--- src/rtl/snake_move_module_if.sv ---
// Signal bundle between the game controller / renderer side (master) and the
// snake motion engine (slave). Clock and reset stay outside the bundle.
interface snake_move_module_if #(
    parameter int GRID_W  = 40,
    parameter int GRID_H  = 30,
    parameter int MAX_LEN = 16
);
    localparam int XW = $clog2(GRID_W);
    localparam int YW = $clog2(GRID_H);
    localparam int LW = $clog2(MAX_LEN + 1);

    logic [2:0]    Game_status;
    logic          Key_left;
    logic          Key_right;
    logic          Key_up;
    logic          Key_down;
    logic          Eat_sig;
    logic [XW-1:0] Query_x;
    logic [YW-1:0] Query_y;
    logic          Query_body;
    logic [XW-1:0] Head_x;
    logic [YW-1:0] Head_y;
    logic [LW-1:0] Snake_len;
    logic          Step_tick;
    logic          Hit_wall_sig;
    logic          Hit_body_sig;

    modport master (
        output Game_status, Key_left, Key_right, Key_up, Key_down, Eat_sig,
        output Query_x, Query_y,
        input  Query_body, Head_x, Head_y, Snake_len,
        input  Step_tick, Hit_wall_sig, Hit_body_sig
    );

    modport slave (
        input  Game_status, Key_left, Key_right, Key_up, Key_down, Eat_sig,
        input  Query_x, Query_y,
        output Query_body, Head_x, Head_y, Snake_len,
        output Step_tick, Hit_wall_sig, Hit_body_sig
    );
endinterface

--- src/rtl/snake_move_module.sv ---
// Snake motion engine: steps the head on a fixed tick, shifts a bounded segment
// store, flags wall/self collisions and answers registered per-cell queries.
module snake_move_module #(
    parameter int GRID_W   = 40,
    parameter int GRID_H   = 30,
    parameter int MAX_LEN  = 16,
    parameter int INIT_LEN = 3,
    parameter int STEP_DIV = 12500000
) (
    input logic                Clk_50mhz,
    input logic                Rst_n,
    snake_move_module_if.slave bus
);
    localparam int XW = $clog2(GRID_W);
    localparam int YW = $clog2(GRID_H);
    localparam int LW = $clog2(MAX_LEN + 1);
    localparam int CW = (STEP_DIV > 1) ? $clog2(STEP_DIV) : 1;

    localparam logic [CW-1:0] CNT_LAST = CW'(STEP_DIV - 1);
    localparam logic [XW-1:0] HOME_X   = XW'(GRID_W / 2);
    localparam logic [YW-1:0] HOME_Y   = YW'(GRID_H / 2);
    localparam logic [XW-1:0] X_LAST   = XW'(GRID_W - 1);
    localparam logic [YW-1:0] Y_LAST   = YW'(GRID_H - 1);
    localparam logic [LW-1:0] LEN_INIT = LW'(INIT_LEN);
    localparam logic [LW-1:0] LEN_MAX  = LW'(MAX_LEN);

    localparam logic [2:0] ST_START = 3'b001;
    localparam logic [2:0] ST_PLAY  = 3'b010;

    // Opposite directions differ only in bit 0, so reversal is dir ^ 2'b01.
    localparam logic [1:0] DIR_UP    = 2'd0;
    localparam logic [1:0] DIR_DOWN  = 2'd1;
    localparam logic [1:0] DIR_LEFT  = 2'd2;
    localparam logic [1:0] DIR_RIGHT = 2'd3;

    logic [XW-1:0] seg_x_q [MAX_LEN];
    logic [XW-1:0] seg_x_d [MAX_LEN];
    logic [YW-1:0] seg_y_q [MAX_LEN];
    logic [YW-1:0] seg_y_d [MAX_LEN];
    logic [LW-1:0] len_q, len_d;
    logic [CW-1:0] cnt_q, cnt_d;
    logic [1:0]    pend_dir_q, pend_dir_d;
    logic [1:0]    comm_dir_q, comm_dir_d;
    logic          grow_q, grow_d;
    logic          frozen_q, frozen_d;
    logic          tick_q, tick_d;
    logic          hit_wall_q, hit_wall_d;
    logic          hit_body_q, hit_body_d;
    logic          query_q, query_d;

    logic          is_start, is_play;
    logic          key_any;
    logic [1:0]    key_dir;
    logic          at_wall;
    logic [XW-1:0] next_x;
    logic [YW-1:0] next_y;
    logic [LW-1:0] body_lim;
    logic          body_hit;

    always_comb begin
        is_start = (bus.Game_status == ST_START);
        is_play  = (bus.Game_status == ST_PLAY);

        key_any = bus.Key_up | bus.Key_down | bus.Key_left | bus.Key_right;
        key_dir = DIR_RIGHT;
        if (bus.Key_up)        key_dir = DIR_UP;
        else if (bus.Key_down) key_dir = DIR_DOWN;
        else if (bus.Key_left) key_dir = DIR_LEFT;

        at_wall = 1'b0;
        next_x  = seg_x_q[0];
        next_y  = seg_y_q[0];
        case (pend_dir_q)
            DIR_UP: begin
                at_wall = (seg_y_q[0] == '0);
                next_y  = seg_y_q[0] - YW'(1);
            end
            DIR_DOWN: begin
                at_wall = (seg_y_q[0] == Y_LAST);
                next_y  = seg_y_q[0] + YW'(1);
            end
            DIR_LEFT: begin
                at_wall = (seg_x_q[0] == '0);
                next_x  = seg_x_q[0] - XW'(1);
            end
            default: begin
                at_wall = (seg_x_q[0] == X_LAST);
                next_x  = seg_x_q[0] + XW'(1);
            end
        endcase

        // The tail cell is only safe to enter when it is about to vacate.
        body_lim = grow_q ? len_q : (len_q - LW'(1));
        body_hit = 1'b0;
        for (int i = 1; i < MAX_LEN; i++) begin
            if ((LW'(i) < body_lim) && (seg_x_q[i] == next_x) && (seg_y_q[i] == next_y))
                body_hit = 1'b1;
        end

        query_d = 1'b0;
        for (int i = 0; i < MAX_LEN; i++) begin
            if ((LW'(i) < len_q) && (seg_x_q[i] == bus.Query_x) && (seg_y_q[i] == bus.Query_y))
                query_d = 1'b1;
        end
    end

    always_comb begin
        seg_x_d    = seg_x_q;
        seg_y_d    = seg_y_q;
        len_d      = len_q;
        cnt_d      = cnt_q;
        pend_dir_d = pend_dir_q;
        comm_dir_d = comm_dir_q;
        grow_d     = grow_q;
        frozen_d   = frozen_q;
        tick_d     = 1'b0;
        hit_wall_d = 1'b0;
        hit_body_d = 1'b0;

        if (is_start) begin
            for (int i = 0; i < MAX_LEN; i++) begin
                seg_x_d[i] = (i < INIT_LEN) ? (HOME_X - XW'(i)) : '0;
                seg_y_d[i] = (i < INIT_LEN) ? HOME_Y : '0;
            end
            len_d      = LEN_INIT;
            cnt_d      = '0;
            pend_dir_d = DIR_RIGHT;
            comm_dir_d = DIR_RIGHT;
            grow_d     = 1'b0;
            frozen_d   = 1'b0;
        end else if (is_play) begin
            if (key_any && (key_dir != (comm_dir_q ^ 2'b01)))
                pend_dir_d = key_dir;
            if (bus.Eat_sig)
                grow_d = 1'b1;
            if (!frozen_q) begin
                if (cnt_q == CNT_LAST) begin
                    cnt_d = '0;
                    if (at_wall) begin
                        frozen_d   = 1'b1;
                        hit_wall_d = 1'b1;
                    end else if (body_hit) begin
                        frozen_d   = 1'b1;
                        hit_body_d = 1'b1;
                    end else begin
                        for (int i = 1; i < MAX_LEN; i++) begin
                            seg_x_d[i] = seg_x_q[i-1];
                            seg_y_d[i] = seg_y_q[i-1];
                        end
                        seg_x_d[0] = next_x;
                        seg_y_d[0] = next_y;
                        if (grow_q && (len_q < LEN_MAX))
                            len_d = len_q + LW'(1);
                        grow_d     = 1'b0;
                        comm_dir_d = pend_dir_q;
                        tick_d     = 1'b1;
                    end
                end else begin
                    cnt_d = cnt_q + CW'(1);
                end
            end
        end
    end

    always_ff @(posedge Clk_50mhz) begin
        if (!Rst_n) begin
            for (int i = 0; i < MAX_LEN; i++) begin
                seg_x_q[i] <= (i < INIT_LEN) ? (HOME_X - XW'(i)) : '0;
                seg_y_q[i] <= (i < INIT_LEN) ? HOME_Y : '0;
            end
            len_q      <= LEN_INIT;
            cnt_q      <= '0;
            pend_dir_q <= DIR_RIGHT;
            comm_dir_q <= DIR_RIGHT;
            grow_q     <= 1'b0;
            frozen_q   <= 1'b0;
            tick_q     <= 1'b0;
            hit_wall_q <= 1'b0;
            hit_body_q <= 1'b0;
            query_q    <= 1'b0;
        end else begin
            seg_x_q    <= seg_x_d;
            seg_y_q    <= seg_y_d;
            len_q      <= len_d;
            cnt_q      <= cnt_d;
            pend_dir_q <= pend_dir_d;
            comm_dir_q <= comm_dir_d;
            grow_q     <= grow_d;
            frozen_q   <= frozen_d;
            tick_q     <= tick_d;
            hit_wall_q <= hit_wall_d;
            hit_body_q <= hit_body_d;
            query_q    <= query_d;
        end
    end

    assign bus.Head_x       = seg_x_q[0];
    assign bus.Head_y       = seg_y_q[0];
    assign bus.Snake_len    = len_q;
    assign bus.Step_tick    = tick_q;
    assign bus.Hit_wall_sig = hit_wall_q;
    assign bus.Hit_body_sig = hit_body_q;
    assign bus.Query_body   = query_q;
endmodule
--- src/flat_wrapper.sv ---
// flat-port wrapper written by rule: the top's interface ports become plain ports
module snake_move_module_flat 
#(
    parameter int GRID_W   = 40,
    parameter int GRID_H   = 30,
    parameter int MAX_LEN  = 16,
    parameter int INIT_LEN = 3,
    parameter int STEP_DIV = 12500000
)
  (Clk_50mhz, Rst_n, bus_Game_status, bus_Key_left, bus_Key_right, bus_Key_up, bus_Key_down, bus_Eat_sig, bus_Query_x, bus_Query_y, bus_Query_body, bus_Head_x, bus_Head_y, bus_Snake_len, bus_Step_tick, bus_Hit_wall_sig, bus_Hit_body_sig);
  snake_move_module_if #(.GRID_W(GRID_W), .GRID_H(GRID_H), .MAX_LEN(MAX_LEN)) bus_i ();
  input logic Clk_50mhz;
  input logic Rst_n;
  input wire logic [$bits(bus_i.Game_status)-1:0] bus_Game_status;
  input wire logic [$bits(bus_i.Key_left)-1:0] bus_Key_left;
  input wire logic [$bits(bus_i.Key_right)-1:0] bus_Key_right;
  input wire logic [$bits(bus_i.Key_up)-1:0] bus_Key_up;
  input wire logic [$bits(bus_i.Key_down)-1:0] bus_Key_down;
  input wire logic [$bits(bus_i.Eat_sig)-1:0] bus_Eat_sig;
  input wire logic [$bits(bus_i.Query_x)-1:0] bus_Query_x;
  input wire logic [$bits(bus_i.Query_y)-1:0] bus_Query_y;
  output wire logic [$bits(bus_i.Query_body)-1:0] bus_Query_body;
  output wire logic [$bits(bus_i.Head_x)-1:0] bus_Head_x;
  output wire logic [$bits(bus_i.Head_y)-1:0] bus_Head_y;
  output wire logic [$bits(bus_i.Snake_len)-1:0] bus_Snake_len;
  output wire logic [$bits(bus_i.Step_tick)-1:0] bus_Step_tick;
  output wire logic [$bits(bus_i.Hit_wall_sig)-1:0] bus_Hit_wall_sig;
  output wire logic [$bits(bus_i.Hit_body_sig)-1:0] bus_Hit_body_sig;
  assign bus_i.Game_status = bus_Game_status;
  assign bus_i.Key_left = bus_Key_left;
  assign bus_i.Key_right = bus_Key_right;
  assign bus_i.Key_up = bus_Key_up;
  assign bus_i.Key_down = bus_Key_down;
  assign bus_i.Eat_sig = bus_Eat_sig;
  assign bus_i.Query_x = bus_Query_x;
  assign bus_i.Query_y = bus_Query_y;
  assign bus_Query_body = bus_i.Query_body;
  assign bus_Head_x = bus_i.Head_x;
  assign bus_Head_y = bus_i.Head_y;
  assign bus_Snake_len = bus_i.Snake_len;
  assign bus_Step_tick = bus_i.Step_tick;
  assign bus_Hit_wall_sig = bus_i.Hit_wall_sig;
  assign bus_Hit_body_sig = bus_i.Hit_body_sig;
  snake_move_module #(.GRID_W(GRID_W), .GRID_H(GRID_H), .MAX_LEN(MAX_LEN), .INIT_LEN(INIT_LEN), .STEP_DIV(STEP_DIV)) u_core (.Clk_50mhz(Clk_50mhz), .Rst_n(Rst_n), .bus(bus_i));
endmodule
--- config.mk ---
export PLATFORM = sky130hd
export DESIGN_NAME = snake_move_module_flat
export DESIGN_NICKNAME = d
export VERILOG_FILES = /design/src/rtl/snake_move_module_if.sv /design/src/rtl/snake_move_module.sv /design/src/flat_wrapper.sv
export SDC_FILE = /design/constraint.sdc
export NUM_CORES = 1
export LEC_CHECK = 0
export CAP_MARGIN = 20
export CORE_UTILIZATION = 50
export CTS_CLUSTER_SIZE = 20
export DETAILED_ROUTE_END_ITERATION = 7
export HOLD_SLACK_MARGIN = 0.1
export PLACE_DENSITY = 0.71
export SLEW_MARGIN = 0
export SYNTH_ARGS = -nofsm -noshare
export SYNTH_HDL_FRONTEND = slang
export SYNTH_SLANG_ARGS = --single-unit
export TNS_END_PERCENT = 100
--- constraint.sdc ---
create_clock -name Clk_50mhz -period 8.2 [get_ports Clk_50mhz]
set_clock_uncertainty 0.15 [all_clocks]
set_input_delay 0.82 -clock Clk_50mhz [delete_from_list [all_inputs] [get_ports Clk_50mhz]]
set_output_delay 0.82 -clock Clk_50mhz [all_outputs]
set_load 0.03 [all_outputs]
==> flow_metrics.tcl <==
set metrics [dict create \
    holdCritPathClass "register to register" \
    rsz0062_at_grt "false" \
    final_nets 1672 \
    synth-xor-area-share_pct 23.7 \
    drt-initial-drc-count 1388 \
    ctsResizeCount 0 \
    synthTopCellsByArea "dfxtp_1 29%, mux2i_1 12%, xnor2_1 11%, xor2_1 9.6%, nand2_1 5.7%" \
    synthArstFlopShare_pct 0 \
    critPathArrivalTime_ns 6.94 \
    clock_path_buffers 3 \
    cap_viol_max_count 0 \
    numCtsBuffers 25 \
    fin_tns_setup_ns 0 \
    power_per_cell_area_nw_per_um2 148 \
    status "completed" \
    path_clk_slew_ns 0.07 \
    post_drt_wl_per_cell_um 23.5 \
    synth_compound_area_share_pct 8.72 \
    drc 0 \
    initial_core_util_pct 51.1 \
    overflow 0 \
    required_ns 8.52 \
    antenna_cells 0 \
    syn_area_um2 14800 \
    synth.area.mux_share_pct 11.9 \
    synth_top_area_cell "dfxtp_1" \
    grt_usage_pct 31.6 \
    fin_crit_ns 6.62 \
    tightest_slew_ns 1.12 \
    synth_edf_count 0 \
    viasPerCell 6.22 \
    r2r_start "u_core.pend_dir_q[0]" \
    die_area_um2 30300 \
    synth_top_family_by_area "XOR/XNOR gates" \
    synthFlopType "dfxtp_1" \
    rows 62 \
    ys_warn_count 0 \
    seq_area_frac_synth_pct 29.1 \
    die_width_um 174 \
    area.growth.synth_to_final_pct 7.70 \
    first_pass_iters 8 \
    cts-root-buf "clkbuf_16" \
    synthSimpleGateAreaFrac_pct 19.5 \
    crit_type "register to register" \
    antenna_found_initial 0 \
    finalWorstSetupSlack_ns 1.58 \
    hpwl_um 35500 \
    io_buffers 40 \
    core_um2 28900 \
    routabilityCongestion 1.05 \
    cts_tree "done" \
    max_freq_mhz 151 \
    clock-sinks 215 \
    die_h_um 174 \
    grt_max_degree 132 \
    p_total_mw 2.35 \
    hold_viol_final 0 \
    startpoint "u_core.pend_dir_q[0]" \
    endpoint_kind "register" \
    post-cts-setup-buffers 0 \
    drv_slew 0 \
    grt_pass1_vias 12007 \
    synth_cell_type_count 89 \
    drt_wl_total_um 48000 \
    synth_nets 1708 \
    critPathLaunchType "register" \
    postRouteAntennaNets 0 \
    htreeDepth 1 \
    min_from "u_core.cnt_q[1]" \
    place_ws_ns 1.89 \
    place_area_um2 15100 \
    setup-violations-final 0 \
    timing.final.crit_share_pct 80.7 \
    yosysTopAreaCellShare_pct 29.1 \
    top_level_ports 41 \
    cts_hold_buf 0 \
    vias 12699 \
    grt_pass1_wl_um 73300 \
    slew_headroom_pct 25.0 \
    syn_inst 1678 \
    worstPathMaxFanout 131 \
    avgSynthCellArea_um2 8.82 \
    yosys_register_bits 215 \
    clk_latency_ns 0.55 \
    synthAdderAreaFrac_pct 0.812 \
    drive_above_1_share_pct 5.73 \
    p_leak_nw 5.40 \
    peakVddDrop_v 0.000152 \
    stdcell_area_um2 15900 \
]
## report_power, final
part / total, mW / leakage (nW) / internal [mW] / switching [mW]
clock network: 1.14 / 0.409 / 0.676 / 0.465
registers: 1.05 / 1.73 / 1.05 / 0.00259
logic: 0.166 / 3.26 / 0.0556 / 0.110
## through the flow
stage                     hold WS (ns)  cells  util (%)
after floorplan                  0.294   1678         -
after global placement           0.305   1999      52.2
after detailed placement         0.320   1999      52.2
after CTS                        0.327   2042      55.1
after global routing             0.350   2042      55.1
final                            0.322   2042      55.1
## final cells by class
cell class / instances / area, um^2
Timing Repair Buffer: 72 / 653
Inverter: 24 / 90.1
Clock buffer: 32 / 672
Sequential cell: 215 / 4310
Fill cell: 2624 / 13000
Tap cell: 384 / 480
Multi-Input combinational cell: 1304 / 9580
Clock inverter: 11 / 153
## layer usage
layer  part of all wire, %  GRT usage, %  vias up
li1                      -             -     5818
met1                    42          42.2     6095
met2                    43          48.9      650
met3                   8.7          5.10      136
met4                   5.6          16.3        0
met5                     0             0        -
## path summary, 6_finish.rpt
path | to | slack (ns) | depth (start not counted)
hold reg to reg | u_core.cnt_q[1] | 0.32 | 2
hold / removal | u_core.cnt_q[1] | 0.32 | 2
setup / recovery | u_core.seg_x_q[37] | 1.58 | 14
setup reg to reg | u_core.seg_x_q[37] | 1.58 | 14
## registers in the layout, indices dropped and copies added, names as in the netlist
signal	count
u_core.frozen_q	1
u_core.cnt_q	24
u_core.seg_y_q	75
u_core.grow_q	1
u_core.bus.Hit_wall_sig	1
u_core.bus.Head_x	6
u_core.bus.Head_y	5
u_core.bus.Snake_len	5
u_core.pend_dir_q	2
u_core.bus.Query_body	1
u_core.seg_x_q	90
u_core.bus.Step_tick	1
u_core.bus.Hit_body_sig	1
u_core.comm_dir_q	2
## Yosys cell counts, drive strengths merged (6+ instances only)
cell type / n
o21a: 6
xnor3: 15
xor2: 162
nor2b: 8
nand4: 41
o21ai: 22
nand3: 48
nand2b: 13
ha: 8
mux2i: 174
o31ai: 10
nor3b: 10
and3: 12
buf: 69
nor4: 49
nor3: 32
nor2: 77
a2111oi: 11
a31oi: 9
or3: 15
clkbuf: 66
dfxtp: 215
nand2: 223
a22oi: 6
inv: 24
o2111ai: 7
a21oi: 36
o22ai: 8
xnor2: 190
nand3b: 8
or4: 16
nand4b: 6
## cell families after synthesis
family                     after synthesis
AOI/OAI and AO/OA                      175
and+or+nand+nor                        576
buffers and inverters                  159
adders and majority gates                9
DFF                                    215
muxes                                  175
xor gates and xnor gates               369
## cell usage in the layout (no fill, tap or decap), types with 23 or more instances in the layout
master | Yosys | layout
clkbuf_16 | 0 | 25
buf_4 | 26 | 31
xor2_1 | 162 | 162
nor3_1 | 32 | 32
nor4_1 | 48 | 48
nand4_1 | 41 | 41
nor2_1 | 76 | 76
mux2i_1 | 171 | 171
nand2_1 | 223 | 223
inv_1 | 23 | 23
clkdlybuf4s50_1 | 0 | 40
nand3_1 | 48 | 48
dfxtp_1 | 215 | 214
xnor2_1 | 187 | 187
a21oi_1 | 35 | 35
## worst max-delay path: stages, from the launching register on
cell      delay, ns
dfxtp_1        0.78
nand2b_1       0.26
xnor2_1        0.08
ha_1           0.29
or3_4          0.39
a21oi_4        0.55
xnor2_1        0.42
xnor2_1        0.26
nor4_1         0.11
a221oi_1       0.61
o2111a_1       0.32
nand3_1        0.26
nor2_8         0.77
buf_12         0.64
mux2i_1        0.29
Note: power is estimated with default switching activity, not from simulation.
